`src/rtl/sha256_w_sched_stream_if.sv`:
```
// Schedule-word stream bundle: block load request in, one 32-bit W[t] per accepted beat out.
interface sha256_w_sched_stream_if;
  logic         start;
  logic [511:0] block_in;
  logic         busy;
  logic         w_valid;
  logic         w_ready;
  logic [31:0]  w_out;
  logic [5:0]   w_idx;
  logic         done;

  modport master (
    output start, block_in, w_ready,
    input  busy, w_valid, w_out, w_idx, done
  );

  modport slave (
    input  start, block_in, w_ready,
    output busy, w_valid, w_out, w_idx, done
  );
endinterface

```
`src/rtl/sha256_w_sched_stream.sv`:
```
// SHA-256 message schedule streamer: 16-word sliding window, W[t] produced one word per accepted beat.
module sha256_w_sched_stream #(
  parameter int ROUNDS   = 64,
  parameter bit PAD_MODE = 1'b0
) (
  input  logic                       clk,
  input  logic                       rst_n,
  sha256_w_sched_stream_if.slave     bus
);

  typedef enum logic {IDLE, RUN} state_t;

  state_t      state_reg, state_next;
  logic [31:0] win_reg   [16];
  logic [31:0] win_next  [16];
  logic [31:0] load_word [16];
  logic [5:0]  cnt_reg, cnt_next;
  logic        done_reg;
  logic        load, beat, last_beat;
  logic [31:0] w_new;

  function automatic logic [31:0] sig0(input logic [31:0] x);
    return {x[6:0], x[31:7]} ^ {x[17:0], x[31:18]} ^ (x >> 3);
  endfunction

  function automatic logic [31:0] sig1(input logic [31:0] x);
    return {x[16:0], x[31:17]} ^ {x[18:0], x[31:19]} ^ (x >> 10);
  endfunction

  genvar gi;

  // Padded mode replaces W[8..15] with the fixed second-block padding of a 256-bit message.
  generate
    for (gi = 0; gi < 16; gi++) begin : g_load
      if (PAD_MODE && gi >= 8) begin : g_pad_word
        assign load_word[gi] = (gi == 8)  ? 32'h8000_0000 :
                               (gi == 15) ? 32'h0000_0100 : 32'h0000_0000;
      end else begin : g_blk_word
        assign load_word[gi] = bus.block_in[511-32*gi -: 32];
      end
    end
    if (PAD_MODE) begin : g_pad_tail
      logic pad_unused;
      assign pad_unused = ^bus.block_in[255:0];
    end
  endgenerate

  assign load      = (state_reg == IDLE) && bus.start;
  assign beat      = (state_reg == RUN) && bus.w_ready;
  assign last_beat = beat && (cnt_reg == 6'(ROUNDS - 1));

  // Next word uses only registered window taps, so w_ready never reaches w_out combinationally.
  assign w_new = sig1(win_reg[14]) + win_reg[9] + sig0(win_reg[1]) + win_reg[0];

  always_comb begin
    for (int i = 0; i < 16; i++) begin
      win_next[i] = win_reg[i];
    end
    cnt_next = cnt_reg;
    if (load) begin
      for (int i = 0; i < 16; i++) begin
        win_next[i] = load_word[i];
      end
      cnt_next = 6'd0;
    end else if (beat) begin
      for (int i = 0; i < 15; i++) begin
        win_next[i] = win_reg[i+1];
      end
      win_next[15] = w_new;
      cnt_next     = cnt_reg + 6'd1;
    end
  end

  always_ff @(posedge clk or negedge rst_n) begin
    if (!rst_n) begin
      for (int i = 0; i < 16; i++) begin
        win_reg[i] <= '0;
      end
      cnt_reg  <= '0;
      done_reg <= 1'b0;
    end else begin
      win_reg  <= win_next;
      cnt_reg  <= cnt_next;
      done_reg <= last_beat;
    end
  end

  always_ff @(posedge clk or negedge rst_n) begin
    if (!rst_n) state_reg <= IDLE;
    else        state_reg <= state_next;
  end

  always_comb begin
    state_next = state_reg;
    case (state_reg)
      IDLE:    if (bus.start) state_next = RUN;
      RUN:     if (last_beat) state_next = IDLE;
      default: state_next = IDLE;
    endcase
  end

  always_comb begin
    bus.busy    = (state_reg == RUN);
    bus.w_valid = (state_reg == RUN);
    bus.w_out   = (state_reg == RUN) ? win_reg[0] : 32'h0;
    bus.w_idx   = (state_reg == RUN) ? cnt_reg : 6'd0;
    bus.done    = done_reg;
  end

endmodule
```
`src/flat_wrapper.sv`:
```
// flat-port wrapper written by rule: the top's interface ports become plain ports
module sha256_w_sched_stream_flat 
#(
  parameter int ROUNDS   = 64,
  parameter bit PAD_MODE = 1'b0
)
  (clk, rst_n, bus_start, bus_block_in, bus_w_ready, bus_busy, bus_w_valid, bus_w_out, bus_w_idx, bus_done);
  sha256_w_sched_stream_if bus_i ();
  input  logic clk;
  input  logic rst_n;
  input wire logic [$bits(bus_i.start)-1:0] bus_start;
  input wire logic [$bits(bus_i.block_in)-1:0] bus_block_in;
  input wire logic [$bits(bus_i.w_ready)-1:0] bus_w_ready;
  output wire logic [$bits(bus_i.busy)-1:0] bus_busy;
  output wire logic [$bits(bus_i.w_valid)-1:0] bus_w_valid;
  output wire logic [$bits(bus_i.w_out)-1:0] bus_w_out;
  output wire logic [$bits(bus_i.w_idx)-1:0] bus_w_idx;
  output wire logic [$bits(bus_i.done)-1:0] bus_done;
  assign bus_i.start = bus_start;
  assign bus_i.block_in = bus_block_in;
  assign bus_i.w_ready = bus_w_ready;
  assign bus_busy = bus_i.busy;
  assign bus_w_valid = bus_i.w_valid;
  assign bus_w_out = bus_i.w_out;
  assign bus_w_idx = bus_i.w_idx;
  assign bus_done = bus_i.done;
  sha256_w_sched_stream #(.ROUNDS(ROUNDS), .PAD_MODE(PAD_MODE)) u_core (.clk(clk), .rst_n(rst_n), .bus(bus_i));
endmodule
```
`config.mk`:
```
export PLATFORM = sky130hd
export DESIGN_NAME = sha256_w_sched_stream_flat
export DESIGN_NICKNAME = d
export VERILOG_FILES = /design/src/rtl/sha256_w_sched_stream_if.sv /design/src/rtl/sha256_w_sched_stream.sv /design/src/flat_wrapper.sv
export SDC_FILE = /design/constraint.sdc
export NUM_CORES = 1
export LEC_CHECK = 0
export CORE_UTILIZATION = 30
export CTS_CLUSTER_SIZE = 40
export DETAILED_ROUTE_END_ITERATION = 10
export PLACE_DENSITY = 0.48
export SLEW_MARGIN = 15
export SYNTH_ARGS = -nofsm -noshare
export SYNTH_HDL_FRONTEND = slang
export SYNTH_SLANG_ARGS = --single-unit
```
`constraint.sdc`:
```
create_clock -name clk -period 4.5 [get_ports clk]
set_input_delay 0.9 -clock clk [delete_from_list [all_inputs] [get_ports clk]]
set_output_delay 0.9 -clock clk [all_outputs]
set_load 0.05 [all_outputs]
```
==> metrics.yaml, run 1 <==
clkTransAtPathRegs_ns: 0.06
final-setup-viol-count: 0
crit_buf_inv: 0
viasPerCell: 5.02
critical_path.most_common_cell: "fa_1"
cts_buffer_depth: 3
wirelength_mm: 125
wl_met2_mm: 61.6
clk_latency_ns: 0.62
vias: 26100
root_buffer: "clkbuf_16"
final_cells: 5191
drt-wirelength-per-cell_um: 24.1
critical_path.max_stage_delay_ns: 0.49
timing.fmax_ghz: 0.238
path_cells: "xnor2_1 -> xnor2_1 -> fa_1 -> fa_1 -> ha_1 -> fa_1 -> a21oi_1 -> o221ai_2 -> a41oi_2 -> a21oi_2 -> o22ai_2 -> xor2_1 -> a21oi_1"
hold_violations: 0
layout-drive-gt1-share_pct: 5.72
rows: 111
cts_resized: 0
largest_reg_flops: 512
ys_top_cells_by_count: "nand2_1 (1065), nor2_1 (536), dfrtp_1 (520)"
grt_use_total_pct: 26.2
area_growth_pct: 32.4
ys_ff_latch: 520
wl_met3_mm: 5.95
hpwl_mm: 96.5
syn-num-nets: 4079
grt_max_degree: 121
cts.sinks: 520
crit_family: "adder cells"
post-cts-setup-buffer-count: 0
synth_cell_type_count: 63
drtPass1Iterations: 5
drc: 0
post-synth-top-count-cell: "nand2_1"
ctsHoldBuffers: 0
status: "complete, no violations"
fin_setup_tns_ns: 0
multi_input_area_sq_um: 13300
ys_warn_count: 0
wl_met1_mm: 54.8
required_ns: 5.00
netlist_instances: 3469
grt_pass1_vias: 26000
worst-path-max-fanout: 5
grt-ovfl-total: 0
synth-main-ff-cell: "dfrtp_1"
fin_ws_ns: 0.292
place_congestion: 0.903
drtIter0Drc: 2780
seq_area_sq_um: 13000
core_area_sq_um: 92100
tritoncts: "done"
cp_slowest_cell: "fa_1"
crit_arrival_ns: 4.71
synthArstFlopShare_pct: 100
cts_made_buffers: 67
maxSlewViolCount: 0
grt_first_pass_wirelength_mm: 180
die_x_um: 307
ant_nets: 0
max_cap_violations: 0
critPathKind: "reg -> reg"
p_per_area_nw_per_um2: 822
start_util_pct: 30.4
synth_top_area_cell: "dfrtp_1"
synth.top_cell.area_share_pct: 46.5
preCtsSetupSlack_ns: 0.325
nets: 4490
power.leakage_nw: 16.0
total_power_mw: 30.5
fin_hold_ws_ns: 0.302
tightest_slew_ns: 0.931
rsz0062_at_grt: "no"
htree_num_levels: 3
finClkSkew_ns: 0.0273
seq_area_frac_synth_pct: 46.5
critPathLaunchType: "register"
dp.cells: 5054
peakVddDrop_mv: 0.704
num-fill-cells: 9598
port_buffers: 556
yosys-top-cells-area: "dfrtp_1 (46%), nand2_1 (14%), a31oi_1 (11%), nor2_1 (7.2%), fa_1 (4.4%)"
end_kind: "register"
chipHeight_um: 307
die_area_sq_um: 94600
avgSynthCellArea_sq_um: 8.07
synth_edf_count: 0
hold_class: "in -> async"
routed.top_layer: "met5"
period_needed_ns: 4.21
io_pins: 557
slew_headroom_pct: 37.9
fin_crit_sh_pct: 93.5
antenna_found_initial: 22
syn_area_sq_um: 28000
==> report_power, final <==
part	switching, mW	leakage, nW	internal (mW)
Clock	2.25	1.09	3.33
Sequential	1.24	5.29	5.88
Combinational	11.0	9.63	6.75
==> per-layer routing <==
| metal | global-route usage, % | up-vias |
|---|---|---|
| met5 | 0 | - |
| met3 | 3.17 | 134 |
| met1 | 35.2 | 12900 |
| li1 | - | 12200 |
| met4 | 8.02 | 6 |
| met2 | 43.8 | 727 |
==> kinds of logic after synthesis <==
kind of cell / Yosys count / share of synthesized area, %
compound gates: 611 / 13.9
fa+ha+maj: 94 / 5.86
mux: 4 / 0.143
flops: 520 / 46.5
xor+xnor: 141 / 4.41
simple gates: 1678 / 23.2
buf+inv: 421 / 6.05
==> through the flow <==
step | instance area [sq um] | utilization, %
final | 37100 | 40.3
after global placement | 34800 | 37.8
after global routing | 37100 | 40.3
after floorplan | 28000 | -
after CTS | 37000 | 40.2
after detailed placement | 34800 | 37.8
==> cell type report <==
class,instances,share of cell area [%]
multi-input combinational,2528,35.9
sequential,520,35.1
timing repair buffer,634,17.3
clock buffer,107,5.48
tap,1243,4.20
inverter,129,1.31
clock inverter,14,0.567
antenna,16,0.108
==> worst paths after layout <==
check	slack (ns)	startpoint	endpoint	depth (start not counted)
max	0.29	u_core.win_reg[467]	u_core.win_reg[23]	13
max reg2reg	0.29	u_core.win_reg[467]	u_core.win_reg[23]	13
min reg2reg	0.54	u_core.win_reg[3]	u_core.win_reg[3]	1
max in group asynchronous	3.13	rst_n	u_core.cnt_reg[1]	2
min in group clk	0.54	u_core.win_reg[3]	u_core.win_reg[3]	1
min	0.30	rst_n	u_core.win_reg[134]	1
==> layout by cell type, fill, tap and decap left out, types with 17 or more instances in the layout <==
master	Yosys	layout
clkdlybuf4s50_1	0	531
ha_1	32	32
clkbuf_16	0	69
nand3_1	17	17
a21oi_1	32	32
nand2_1	1065	1063
inv_1	128	128
xor2_1	28	28
buf_4	2	76
a31oi_1	497	497
buf_12	0	26
and2_1	20	20
dfrtp_1	520	520
clkbuf_1	218	22
xnor2_1	113	113
fa_1	62	62
nor2_1	536	536
o21ai_0	22	22
==> worst reg2reg max path, delay by kind of cell (launching register included) <==
kind	cells	cell delay, ns
AO/OA/AOI/OAI	6	1.32
XOR/XNOR	3	0.68
adder cells (fa/ha/maj)	4	1.64
flip-flops	1	0.47
No activity file was read; power rests on OpenSTA's default activity.
==> run 2, diff against run 1 <==
PLACE_DENSITY = 0.5   (was 0.48)
clock period = 3.55 ns   (was 4.5 ns; I/O delays follow)
==> run 2 against run 1 <==
Against the previous run:
- clock skew rose by 0.010 ns
- non-clock buffer count up 250
- clock power increased by 23%
- final area is 9.1% higher
- critical path depth is 1 higher
- fmax rose by 10%
- global-route usage rose by 0.31 points
- largest power group unchanged
- the run now ends with setup timing left
- sequential power up 25%
- sequential share of layout area shrank 2.9 points
==> metrics.yaml, run 2 (synthesis results as in run 1) <==
tritoncts: "done"
tightest_slew_ns: 0.837
end_kind: "register"
die_x_um: 307
area_growth_pct: 44.5
sw_frac_of_total_pct: 44.2
required_ns: 4.02
cts_buffer_depth: 3
period_needed_ns: 3.82
clkTransAtPathRegs_ns: 0.06
max_cap_violations: 0
p_int_mw: 30.0
status: "finished, violations left"
drt-wirelength-per-cell_um: 23.5
ant_nets: 0
grt_first_pass_wirelength_mm: 183
core_area_sq_um: 92100
rsz0062_at_grt: "yes"
critPathKind: "reg -> reg"
wirelength_mm: 128
vias: 27000
drtPass1Iterations: 7
preCtsSetupSlack_ns: -0.515
cts_made_buffers: 66
slew_headroom_pct: 44.2
grt_pass1_vias: 27200
rows: 111
layout_common_cells: "nand2_1 (1057), nor2_1 (533), clkdlybuf4s50_1 (531)"
maxSlewViolCount: 0
p_per_area_nw_per_um2: 1330
grt_use_total_pct: 26.5
p_clk_share_pct: 12.8
antenna_found_initial: 20
htree_num_levels: 3
total_power_mw: 53.7
start_util_pct: 30.4
port_buffers: 556
timing.fmax_ghz: 0.262
io_pins: 557
violations: "setup timing"
final-setup-viol-count: 21
pwr-share-comb_pct: 70.7
root_buffer: "clkbuf_16"
fin_crit_sh_pct: 108
hpwl_mm: 99.5
grt_max_degree: 119
nets: 4739
p_switching_mw: 23.7
power.leakage_nw: 17.7
place_congestion: 0.917
pwr-share-seq_pct: 16.6
layout-drive-gt1-share_pct: 15.2
layout_commonest_cell: "nand2_1"
critPathLaunchType: "register"
crit_arrival_ns: 4.29
largest_reg_flops: 512
hold_class: "in -> async"
drtIter0Drc: 2081
cts.sinks: 520
finClkSkew_ns: 0.0377
worst-path-max-fanout: 5
hold_violations: 0
drc: 0
die_area_sq_um: 94600
viasPerCell: 4.96
peakVddDrop_mv: 1.38
clk_latency_ns: 0.64
chipHeight_um: 307
fin_ws_ns: -0.272
grt-ovfl-total: 0
-- run 2: cell count changes in the layout (fill, tap and decap cells not counted), sizes merged --
cell      before  now
buf          103  353
bufinv         4    2
clkbuf       107   94
clkinv         6   19
clkinvlp       1    2
diode         16   12
inv          132  129
-- run 2: final cells by class --
type,instances,area (sq um)
timing repair buffer,884,8780
multi-input combinational,2528,14400
tap,1243,1560
sequential,520,13000
fill,9308,51600
antenna,12,30.0
clock inverter,23,339
clock buffer,94,1880
inverter,129,484
-- run 2: final timing paths --
path                                     start                   to  slack [ns]  cells after the start
hold / removal                           rst_n  u_core.win_reg[436]        0.04                      1
min in group clk             u_core.win_reg[3]    u_core.win_reg[3]        0.52                      1
hold reg to reg              u_core.win_reg[3]    u_core.win_reg[3]        0.52                      1
max in group asynchronous                rst_n   u_core.win_reg[61]        2.55                      2
setup / recovery           u_core.win_reg[467]   u_core.win_reg[23]       -0.27                     14
setup reg to reg           u_core.win_reg[467]   u_core.win_reg[23]       -0.27                     14
-- run 2: repair_timing --
item	4_1_cts	5_1_grt
pin swaps	47	76
resized for setup	101	124
setup endpoints to repair	24	26
setup buffers	16	20
hold buffers	0	0
-- run 2: per-layer routing --
layer | share of wire [%] | routed length, um | global-route usage (%) | vias up
met2 | 50 | 63500 | 45.0 | 732
li1 | - | - | - | 12700
met3 | 4.2 | 5430 | 3.34 | 178
met4 | 3.2 | 4040 | 9.11 | 6
met5 | 0.030 | 39 | 0 | -
met1 | 43 | 54900 | 34.6 | 13300
-- run 2: power groups by stage --
stage               sequential [mW]  combinational [mW]  clock [mW]
detailed placement             8.87                30.1           0
global placement               8.87                30.0           0
floorplan                      8.16                15.9           0
finish                         8.90                38.0        6.86
CTS                            8.82                33.4        6.96
global route                   9.05                40.6        7.20
-- run 2: critical path, cell delays in order, from the launching register on --
cell,delay [ns]
dfrtp_2,0.44
xnor2_2,0.16
xnor2_2,0.17
fa_1,0.57
fa_1,0.46
ha_4,0.20
fa_2,0.42
a21oi_4,0.17
o221ai_4,0.16
a41oi_4,0.30
a21oi_2,0.11
o22ai_2,0.16
buf_6,0.15
xor2_1,0.15
a21oi_1,0.08
-- run 2: metrics by stage --
stage	setup TNS (ns)	hold slack [ns]	util [%]	std cells	cell area, sq um
final	-3.29	0.0379	43.9	5433	40500
after detailed placement	-6.02	0.503	40.1	5279	36900
after global routing	-5.27	0.0598	43.9	5432	40500
after CTS	-2.64	0.0351	43.1	5409	39700
after floorplan	0	0.414	-	3469	28000
after global placement	-5.06	0.503	40.1	5279	36900
==> run 3, diff against run 2 <==
CTS_CLUSTER_SIZE = 20   (was 40)
==> run 3 against run 2 <==
Against the previous run:
- routed wire length decreased by 0.13%
- sequential cell count unchanged
- non-clock buffer count unchanged
- clock power about the same
- sequential share of layout area about the same
- sequential power about the same
- critical path type unchanged
- core utilization about the same
- clock-buffer cell count increased by 1
- setup slack improved by 0.0020 ns
- the flow still finishes with violations (setup timing)
- first-iteration DRC count increased by 0.82%
- highest routed layer unchanged
- critical path depth unchanged
- largest cell class unchanged
==> metrics.yaml, run 3 (synthesis results as in run 1) <==
status: "finished, violations left"
sw_frac_of_total_pct: 44.1
die_x_um: 307
vias: 26900
htree_num_levels: 3
p_int_mw: 30.0
critPathKind: "reg -> reg"
final-setup-viol-count: 21
busiest_layer: "met2"
root_buffer: "clkbuf_16"
worst-path-max-fanout: 5
chipHeight_um: 307
antenna_found_initial: 20
die_area_sq_um: 94600
hold_class: "in -> async"
crit_arrival_ns: 4.29
grt_max_degree: 119
final_cells: 5434
use_met2_pct: 45.0
core_area_sq_um: 92100
grt-ovfl-total: 0
layout_commonest_cell: "nand2_1"
end_kind: "register"
critPathLaunchType: "register"
rsz0062_at_grt: "yes"
slew_headroom_pct: 44.0
dp.cells: 5279
fin_hold_ws_ns: 0.0365
clkTransAtPathRegs_ns: 0.06
wirelength_mm: 128
ant_nets: 0
dpl-instance-area_sq_um: 36900
largest_reg_flops: 512
cts.sinks: 520
gr-usage-met3_pct: 3.37
timing.fmax_ghz: 0.262
finClkSkew_ns: 0.0362
p_per_area_nw_per_um2: 1330
clk_latency_ns: 0.64
drt-wirelength-per-cell_um: 23.5
hpwl_mm: 99.5
drtIter0Drc: 2098
grt_first_pass_wirelength_mm: 183
fin_ws_ns: -0.270
period_needed_ns: 3.82
use_met1_pct: 34.6
tightest_slew_ns: 0.840
violations: "setup timing"
place_congestion: 0.917
port_buffers: 556
drtPass1Iterations: 6
peakVddDrop_mv: 1.39
p_switching_mw: 23.7
drc: 0
viasPerCell: 4.95
cts_buffer_depth: 3
p_clk_share_pct: 12.8
fin_setup_tns_ns: -3.20
layout_common_cells: "nand2_1 (1057), nor2_1 (533), clkdlybuf4s50_1 (531)"
hold_violations: 0
nets: 4739
maxSlewViolCount: 0
pwr-share-seq_pct: 16.6
rows: 111
tritoncts: "done"
num-fill-cells: 9311
fin_crit_sh_pct: 108
grt_use_total_pct: 26.5
pwr-share-comb_pct: 70.6
total_power_mw: 53.8
layout-drive-gt1-share_pct: 15.2
start_util_pct: 30.4
power.leakage_nw: 17.7
io_pins: 557
max_cap_violations: 0
required_ns: 4.02
cts_made_buffers: 66
area_growth_pct: 44.5
grt_pass1_vias: 27200
final_cell_area_sq_um: 40500
[run 3: through the flow]
stage	util, %	worst slack (ns)
floorplan	-	0.00114
global placement	40.1	-0.472
detailed placement	40.1	-0.515
CTS	43.1	-0.281
global route	43.9	-0.351
finish	43.9	-0.270
[run 3: area by class of cell]
type	count	area, sq um	area share (%)
multi-input combinational	2528	14400	35.5
sequential	520	13000	32.2
timing repair buffer	884	8780	21.7
clock buffer	95	1890	4.67
tap	1243	1560	3.84
inverter	129	484	1.20
clock inverter	22	334	0.826
antenna	13	32.5	0.0804
[run 3: path summary, 6_finish.rpt]
check	startpoint	end	cells past startpoint	slack (ns)
max reg2reg	u_core.win_reg[467]	u_core.win_reg[23]	14	-0.27
min reg2reg	u_core.win_reg[3]	u_core.win_reg[3]	1	0.52
max	u_core.win_reg[467]	u_core.win_reg[23]	14	-0.27
min in group clk	u_core.win_reg[3]	u_core.win_reg[3]	1	0.52
max in group asynchronous	rst_n	u_core.win_reg[61]	2	2.55
min	rst_n	u_core.win_reg[436]	1	0.04
[run 3: per-layer routing]
metal,part of all wire (%),up-vias,wire [um]
met4,3.2,6,4070
met3,4.1,174,5230
li1,-,12700,-
met1,43,13300,54900
met5,0.031,-,39
met2,50,704,63500
[run 3: worst max-delay path, cell delays in order (launching register included)]
cell and delay [ns]:
dfrtp_2 0.44, xnor2_2 0.16, xnor2_2 0.17, fa_1 0.57, fa_1 0.46, ha_4 0.20, fa_2 0.42, a21oi_4 0.17
o221ai_4 0.15, a41oi_4 0.30, a21oi_2 0.11, o22ai_2 0.16, buf_6 0.15, xor2_1 0.15, a21oi_1 0.08
[run 3: power by group through the flow]
stage                     clock network [mW]  logic (mW)  registers (mW)
after floorplan                            0        15.9            8.16
after global placement                     0        30.0            8.87
after detailed placement                   0        30.1            8.87
after CTS                               6.98        33.4            8.82
after global routing                    7.22        40.6            9.05
final                                   6.88        38.0            8.90
[run 3: what timing repair did]
action	CTS	global route
pin swaps	47	76
endpoints found under the setup margin	24	26
hold endpoints to repair	0	0
hold buffers	0	0
setup buffers	16	20
resized for setup	101	124
